## src/rtl/div_radix2.sv

```systemverilog
// Iterative radix-2 restoring divider for MIPS DIV/DIVU.
// Retires one quotient bit per cycle; remainder goes to HI and quotient to LO.
module div_radix2 #(
  parameter int unsigned WIDTH = 32
) (
  input  logic             clk,
  input  logic             rst,
  input  logic             start,
  input  logic             is_signed,
  input  logic [WIDTH-1:0] dividend,
  input  logic [WIDTH-1:0] divisor,
  input  logic             ack,
  input  logic             flush,
  output logic             div_stall,
  output logic             result_valid,
  output logic [WIDTH-1:0] quotient,
  output logic [WIDTH-1:0] remainder
);

  localparam int unsigned CntW = (WIDTH > 1) ? $clog2(WIDTH) : 1;
  localparam logic [CntW-1:0] CntLast = CntW'(WIDTH - 1);

  typedef enum logic [1:0] {StIdle, StBusy, StDone} state_e;

  state_e           state_q;
  logic [CntW-1:0]  cnt_q;
  logic [WIDTH-1:0] rem_q;
  logic [WIDTH-1:0] quo_q;
  logic [WIDTH-1:0] dvs_q;
  logic             sign_q_q;
  logic             sign_r_q;
  logic             result_valid_q;
  logic [WIDTH-1:0] quotient_q;
  logic [WIDTH-1:0] remainder_q;

  // Operand magnitudes and result signs, evaluated on the acceptance cycle.
  logic             dvd_neg;
  logic             dvs_neg;
  logic [WIDTH-1:0] dvd_abs;
  logic [WIDTH-1:0] dvs_abs;
  logic             divisor_zero;

  always_comb begin
    dvd_neg      = is_signed & dividend[WIDTH-1];
    dvs_neg      = is_signed & divisor[WIDTH-1];
    dvd_abs      = dvd_neg ? -dividend : dividend;
    dvs_abs      = dvs_neg ? -divisor : divisor;
    divisor_zero = (divisor == '0);
  end

  // One restoring step: the next dividend bit enters the partial remainder and the
  // divisor is trial-subtracted; a set MSB on the difference is the borrow.
  logic [WIDTH:0]   partial;
  logic [WIDTH:0]   diff;
  logic             borrow;
  logic [WIDTH-1:0] rem_nxt;
  logic [WIDTH-1:0] quo_nxt;
  logic [WIDTH-1:0] quo_fix;
  logic [WIDTH-1:0] rem_fix;

  always_comb begin
    partial = {rem_q, quo_q[WIDTH-1]};
    diff    = partial - {1'b0, dvs_q};
    borrow  = diff[WIDTH];
    rem_nxt = borrow ? partial[WIDTH-1:0] : diff[WIDTH-1:0];
    quo_nxt = {quo_q[WIDTH-2:0], ~borrow};
    quo_fix = sign_q_q ? -quo_nxt : quo_nxt;
    rem_fix = sign_r_q ? -rem_nxt : rem_nxt;
  end

  always_ff @(posedge clk or posedge rst) begin
    if (rst) begin
      state_q        <= StIdle;
      cnt_q          <= '0;
      rem_q          <= '0;
      quo_q          <= '0;
      dvs_q          <= '0;
      sign_q_q       <= 1'b0;
      sign_r_q       <= 1'b0;
      result_valid_q <= 1'b0;
      quotient_q     <= '0;
      remainder_q    <= '0;
    end else if (flush) begin
      state_q        <= StIdle;
      cnt_q          <= '0;
      result_valid_q <= 1'b0;
      quotient_q     <= '0;
      remainder_q    <= '0;
    end else begin
      unique case (state_q)
        StIdle: begin
          if (start) begin
            if (divisor_zero) begin
              // Divide by zero skips iteration: LO all ones, HI the raw dividend.
              state_q        <= StDone;
              result_valid_q <= 1'b1;
              quotient_q     <= '1;
              remainder_q    <= dividend;
            end else begin
              state_q  <= StBusy;
              cnt_q    <= '0;
              rem_q    <= '0;
              quo_q    <= dvd_abs;
              dvs_q    <= dvs_abs;
              sign_q_q <= dvd_neg ^ dvs_neg;
              sign_r_q <= dvd_neg;
            end
          end
        end
        StBusy: begin
          rem_q <= rem_nxt;
          quo_q <= quo_nxt;
          cnt_q <= cnt_q + CntW'(1);
          if (cnt_q == CntLast) begin
            state_q        <= StDone;
            result_valid_q <= 1'b1;
            quotient_q     <= quo_fix;
            remainder_q    <= rem_fix;
          end
        end
        StDone: begin
          if (ack) begin
            state_q        <= StIdle;
            result_valid_q <= 1'b0;
          end
        end
        default: begin
          state_q        <= StIdle;
          result_valid_q <= 1'b0;
        end
      endcase
    end
  end

  // Stall is dropped in DONE so the E stage can advance and hand the result over.
  assign div_stall    = ~rst & ~flush &
                        (((state_q == StIdle) & start) | (state_q == StBusy));
  assign result_valid = result_valid_q;
  assign quotient     = quotient_q;
  assign remainder    = remainder_q;

endmodule

```

## config.mk

```make
export PLATFORM = sky130hd
export DESIGN_NAME = div_radix2
export DESIGN_NICKNAME = d
export VERILOG_FILES = /design/src/rtl/div_radix2.sv
export SDC_FILE = /design/constraint.sdc
export NUM_CORES = 1
export LEC_CHECK = 0
export CORE_MARGIN = 2
export CORE_UTILIZATION = 50
export DETAILED_ROUTE_END_ITERATION = 16
export PLACE_DENSITY = 0.77
export SLEW_MARGIN = 25
export SYNTH_ARGS = -nofsm -noshare
export SYNTH_HDL_FRONTEND = slang
export SYNTH_SLANG_ARGS = --single-unit
```

## constraint.sdc

```tcl
create_clock -name clk -period 8.2 [get_ports clk]
set_input_delay 1.64 -clock clk [delete_from_list [all_inputs] [get_ports clk]]
set_output_delay 1.64 -clock clk [all_outputs]
set_load 0.005 [all_outputs]
```

# Word level (Yosys, flattened, before mapping)
# Cells that the tools add are included.
# W data, S select, Z words.
[word_totals]
reg_bits = 170
in_bits = 70
[op_classes]
n_addsub = 6
n_eq_ne = 10
n_mux = 37
n_bitwise = 11
reduce_logical = 10
[op_table]
columns = ["cell", "n"]
rows = [
  ["$mux W32", 17],
  ["$pmux W32 S2", 4],
  ["$neg A32 Y32", 4],
  ["$sub A33 B32 Y33", 1],
  ["$logic_not A32 Y1", 1],
  ["$reduce_and A4 Y1", 4],
  ["$mux W5", 3],
  ["$ne A3 B3 Y1 const B", 5],
  ["$mux W2", 5],
  ["$pmux W5 S2", 1],
  ["$pmux W2 S3", 1],
  ["$reduce_and A3 Y1", 2],
  ["$add A5 B1 Y5 const B", 1],
  ["$and A1 B1 Y1", 5],
  ["$eq A5 B5 Y1 const B", 1],
  ["$mux W1", 5],
  ["$ne A2 B2 Y1 const B", 2],
  ["$not A1 Y1", 4],
  ["$pmux W1 S3", 1],
  ["$reduce_bool A3 Y1", 1],
  ["$eq A2 B1 Y1 const B", 1],
  ["$eq A2 B2 Y1 const B", 1],
  ["$logic_not A2 Y1", 1],
  ["$reduce_bool A2 Y1", 1],
  ["other kinds (2)", 2],
]

# Longest topological paths before layout
[depth]
depth_word = 7
mapped_depth = 25

# Least setup slack after synthesis
# Ideal clock, no wire load.
[synth_path]
kind = "flip-flop to flip-flop"
start = "reg rem_q[4]"
end = "reg remainder_q[26] (netlist: remainder[26])"
t_arrival_ps = 4842
setup_slack_ps = 3282
stages_incl_launch_ff = 23
n_path_buf = 3
period_less_slack_ps = 4918
path_cell_list = "dfrtp_1 ha_1 a21o_1 a211o_1 o21a_4 a211oi_4 o21ai_2 a21o_4 and2_4 buf_6 buf_2 buf_2 o21ai_0 ha_1 nand2_1 or2_2 nor4_1 nand3_1 mux2_2 o21ai_0 o21ai_0 xor2_1 o21ai_1"
[synth_between]
elab_chain_cells = 7
[synth_lines]
columns = ["element", "line_no", "text"]
rows = [
  ["start, declared", "27", "logic [WIDTH-1:0] rem_q;"],
  ["start signal, assigned", "111", "rem_q <= rem_nxt;"],
  ["$sub A33 B32 Y33", "63", "diff = partial - {1'b0, dvs_q};"],
  ["$mux W32 (*)", "65", "rem_nxt = borrow ? partial[WIDTH-1:0] : diff[WIDTH-1:0];"],
  ["$neg A32 Y32", "68", "rem_fix = sign_r_q ? -rem_nxt : rem_nxt;"],
  ["$mux W32 (*)", "68", ""],
  ["$mux W32 (*)", "114", "if (cnt_q == CntLast) begin"],
  ["$pmux W32 S2 (*)", "90", "unique case (state_q)"],
  ["$mux W32 (*)", "83", "end else if (flush) begin"],
  ["end signal, assigned", "98", "remainder_q <= dividend;"],
  ["end signal, assigned", "118", "remainder_q <= rem_fix;"],
  ["end, declared", "34", "logic [WIDTH-1:0] remainder_q;"],
]
# Every way passes the cells marked *; elsewhere a longest branch is shown, timed or not. The select of a mux whose other input is x is not followed.
# A chain may end at the register's enable or synchronous reset.

# Worst setup path after layout
# Ends and elaborated chain as after synthesis.

==> summary.md <==
| Metric | Value |
|---|---|
| Status | finished clean |
| Commonest cells after routing, fill and taps aside | nand2_1, o21ai_0, dfrtp_1, nor2_1, a21oi_1 |
| Post-synthesis mux area share | 0.02339 |
| H-tree depth | 4 |
| Largest family of logic cells by synthesized area | compound AO/OA/AOI/OAI gates |
| Gpl congestion | 0.9239 |
| Type of origin of the critical path | flip-flop |
| Crit Path Class | flip-flop to flip-flop |
| Setup TNS | 0 ns |
| Commonest non-fill, non-tap cell in the layout | nand2_1 |
| Reg2reg start | rem_q[4]$_DFFE_PP0P_ |
| WP data arrival | 5.97 ns |
| Peak Freq | 178.5 MHz |
| Main synth FF type | dfrtp_1 |
| Hold Path Depth | 2 |
| Drt drc | 0 |
| Worst r2r path cells | 20 |
| Total number of vias | 11900 |
| Finish-stage setup viols | 0 |
| Critical Path Source | rem_q[4]$_DFFE_PP0P_ |
| RSZ-0062 raised after global routing | false |
| Crit path capture | remainder[26]$_DFFE_PP0P_ |
| Max-cap viol count | 0 |
| Min Hold Slack | 0.4697 ns |
| Combinational power share | 0.547 |
| Max VDD drop | 227.6 uV |
| Post-synthesis xor/xnor area fraction | 0.1013 |
| Clk slew on worst S/H paths | 0.07 ns |
| Final-stage net count | 1746 |
| Share of cells above drive strength 1 | 0.04667 |
| R2r setup slk | 2.60 ns |
| Synth cell types | 75 |
| Placed cell areas | 0.01389 mm2 |
| Fill cell count | 2177 |
| Tightest Pin Transition | 0.9191 ns |
| Post-route cell area | 0.01450 mm2 |
| Fin cells | 1974 |
| Avg WL per Cell | 18.02 um |
| Number of synthesized flops with an enable pin | 0 |
| Synth warnings | 0 |
| Syn_area_per_cell | 7.923 um2 |
| Synth Area in Simple Gates | 0.2010 |
| # rows | 57 |
| Quantity of gates resized following cts | 0 |
| Worst-path fanout max | 56 |
| Congestion Overflow GR | 0 |
| Ys async rst share | 1.000 |
| Max-slew headroom | 0.3836 |
| Seq pwr share | 0.265 |
| Mapped Area | 0.01236 mm2 |
| Antenna viol nets, final | 0 |
| Minimum clock period | 5.601 ns |
| Compound-gate portion of the synthesized area | 0.2456 |
| Detailed Routing Iterations Pass 1 | 5 |
| # hold bufs at CTS | 0 |
| PD cells | 295.4 mW/mm2 |
| Tot GR Track Use | 0.2744 |
| Total CTS buffers | 17 |
| Worst R2R End | remainder[26]$_DFFE_PP0P_ |
| Worst hold path class | flip-flop to flip-flop |
| Inserted Diodes | 0 |
| Worst skew pair latency | 0.45 ns |
| Vias in the first global route | 11030 |
| Syn_nets | 1669 |
| Longest Clk Path Bufs | 2 |
| CTS tree | yes |
| Switching share of power | 0.4726 |
| Clock Power Share | 0.188 |
| Final Core Density | 0.5962 |
| Die Wd | 161.2 um |
| Area added between synthesis and finish | 17.31% |
| Worst path required time | 8.57 ns |
| Clock Sinks | 170 |
| Pins Over Slew Limit | 0 |
| Internal | 2.258 mW |
| 1st-iter DRT viols | 986 |
| Num ports | 136 |
| Static Leak | 6.084 nW |
| Final WL | 35.58 mm |
| Vias per cell | 6.026 |
| Final HPWL DP | 26.53 mm |
| Worst Setup End Kind | flip-flop |
| Die footprint | 0.02599 mm2 |
| Dpl cells | 1941 |
| Psw | 2.024 mW |
| Sequential share of the synthesized area | 0.3442 |
| Core ar. | 0.02432 mm2 |
| Final period util | 0.6831 |
| Largest net degree at the start of global routing | 111 |
| Final hold violation count | 0 |
| Initial Util | 0.5082 |
| Post-CTS setup buffers | 0 |
| Max Clock Skew | 0.01166 ns |
| Initial antenna violation count | 0 |
| Height of the die | 161.2 um |
| First-pass GRT wire length | 57.11 mm |
| Adder-cell share of the synthesized area | 0.04009 |
| Port Buf Inserts | 135 |
| Clock Tree Root | clkbuf_16 |
| #FFs+latches synth | 170 |
| Mapped Cells | 1560 |
cell usage after synthesis, types with 10 or more instances:
cell      count  area [um2]
nand2_1     191       716.9
nand4_1      14       87.58
and3_1       11       68.82
nor2_1      158       593.1
inv_1        52       195.2
a311oi_1     15       131.4
nor2b_1      10       62.56
xor2_1       67       586.8
nor3_1       28       140.1
ha_1         38       475.5
dfrtp_1     170        4254
xnor2_1      76       665.6
a21o_1       11       82.58
nor4_1       18       112.6
a31oi_1      14       87.58
o31ai_1      16       120.1
mux2i_1      24       240.2
clkbuf_1     73       274.0
or3_1        26       162.7
a22oi_1      21       157.7
nand2b_1     19       118.9
a21oi_1     148       740.7
nand3_1      26       130.1
a211oi_1     11       82.58
o21ai_0     176       880.8
power by group through the flow:
| stage | sequential [mW] | combinational (mW) | clock (mW) |
|---|---|---|---|
| detailed placement | 1.14 | 2.28 | 0 |
| floorplan | 1.08 | 1.79 | 0 |
| global placement | 1.13 | 2.25 | 0 |
| global route | 1.15 | 2.57 | 0.852 |
| finish | 1.13 | 2.34 | 0.806 |
| CTS | 1.12 | 2.29 | 0.812 |
worst max-delay path: stages (launching register included):
cell and delay, ns:
dfrtp_1 0.46, ha_1 0.39, a21o_1 0.21, a211o_1 0.31, o21a_4 0.24, a211oi_4 0.30
o21ai_2 0.12, nand3_1 0.23, and2_4 0.69, nand2_1 0.11, o21ai_0 0.16, ha_1 0.25
nand2_1 0.07, or2_2 0.29, nor4_1 0.45, nand3_1 0.14, mux2_2 0.35, o21ai_0 0.27
o21ai_0 0.16, xor2_1 0.18, o21ai_1 0.13
registers in the layout (all words and copies together) (netlist names), 2 cells and up:
name / cells
quo_q: 32
rem_q: 32
dvs_q: 32
cnt_q: 5
remainder: 32
state_q: 2
quotient: 32
cell type report:
type	count	area, um2	area share
clock buffer	18	439.2	0.03029
multi-input combinational	1248	7589	0.5234
inverter	53	206.4	0.01424
sequential	170	4254	0.2934
clock inverter	14	143.9	0.009924
timing repair buffer	147	1461	0.1008
tap	324	405.4	0.02796
kinds of logic after synthesis:
kind of cell	count (synthesis)
compound gates	497
fa+ha+maj	39
xor+xnor	143
flops	170
simple gates	541
buf+inv	142
mux	28
through the flow:
stage | setup slack (ns) | total power [mW]
floorplan | 1.957 | 2.869
global placement | 2.633 | 3.385
detailed placement | 2.526 | 3.421
CTS | 2.671 | 4.231
global route | 2.092 | 4.565
finish | 2.599 | 4.282
worst min-delay path by stage:
stage                                   startpoint                       end  slack (ns)
after floorplan              dvs_q[27]$_DFFE_PP0P_     dvs_q[27]$_DFFE_PP0P_        0.45
after global placement     quotient[7]$_DFFE_PP0P_   quotient[7]$_DFFE_PP0P_        0.45
after detailed placement   quotient[7]$_DFFE_PP0P_   quotient[7]$_DFFE_PP0P_        0.46
after CTS                  quotient[7]$_DFFE_PP0P_   quotient[7]$_DFFE_PP0P_        0.47
after global routing      quotient[16]$_DFFE_PP0P_  quotient[16]$_DFFE_PP0P_        0.50
final                      quotient[7]$_DFFE_PP0P_   quotient[7]$_DFFE_PP0P_        0.47
layer usage:
metal,up-vias,GRT usage,part of all wire
li1,5728,-,-
met1,5575,0.3684,0.43
met2,515,0.4436,0.46
met3,78,0.03698,0.063
met4,0,0.1250,0.041
met5,-,0,0
(Power assumes the default switching activity.)
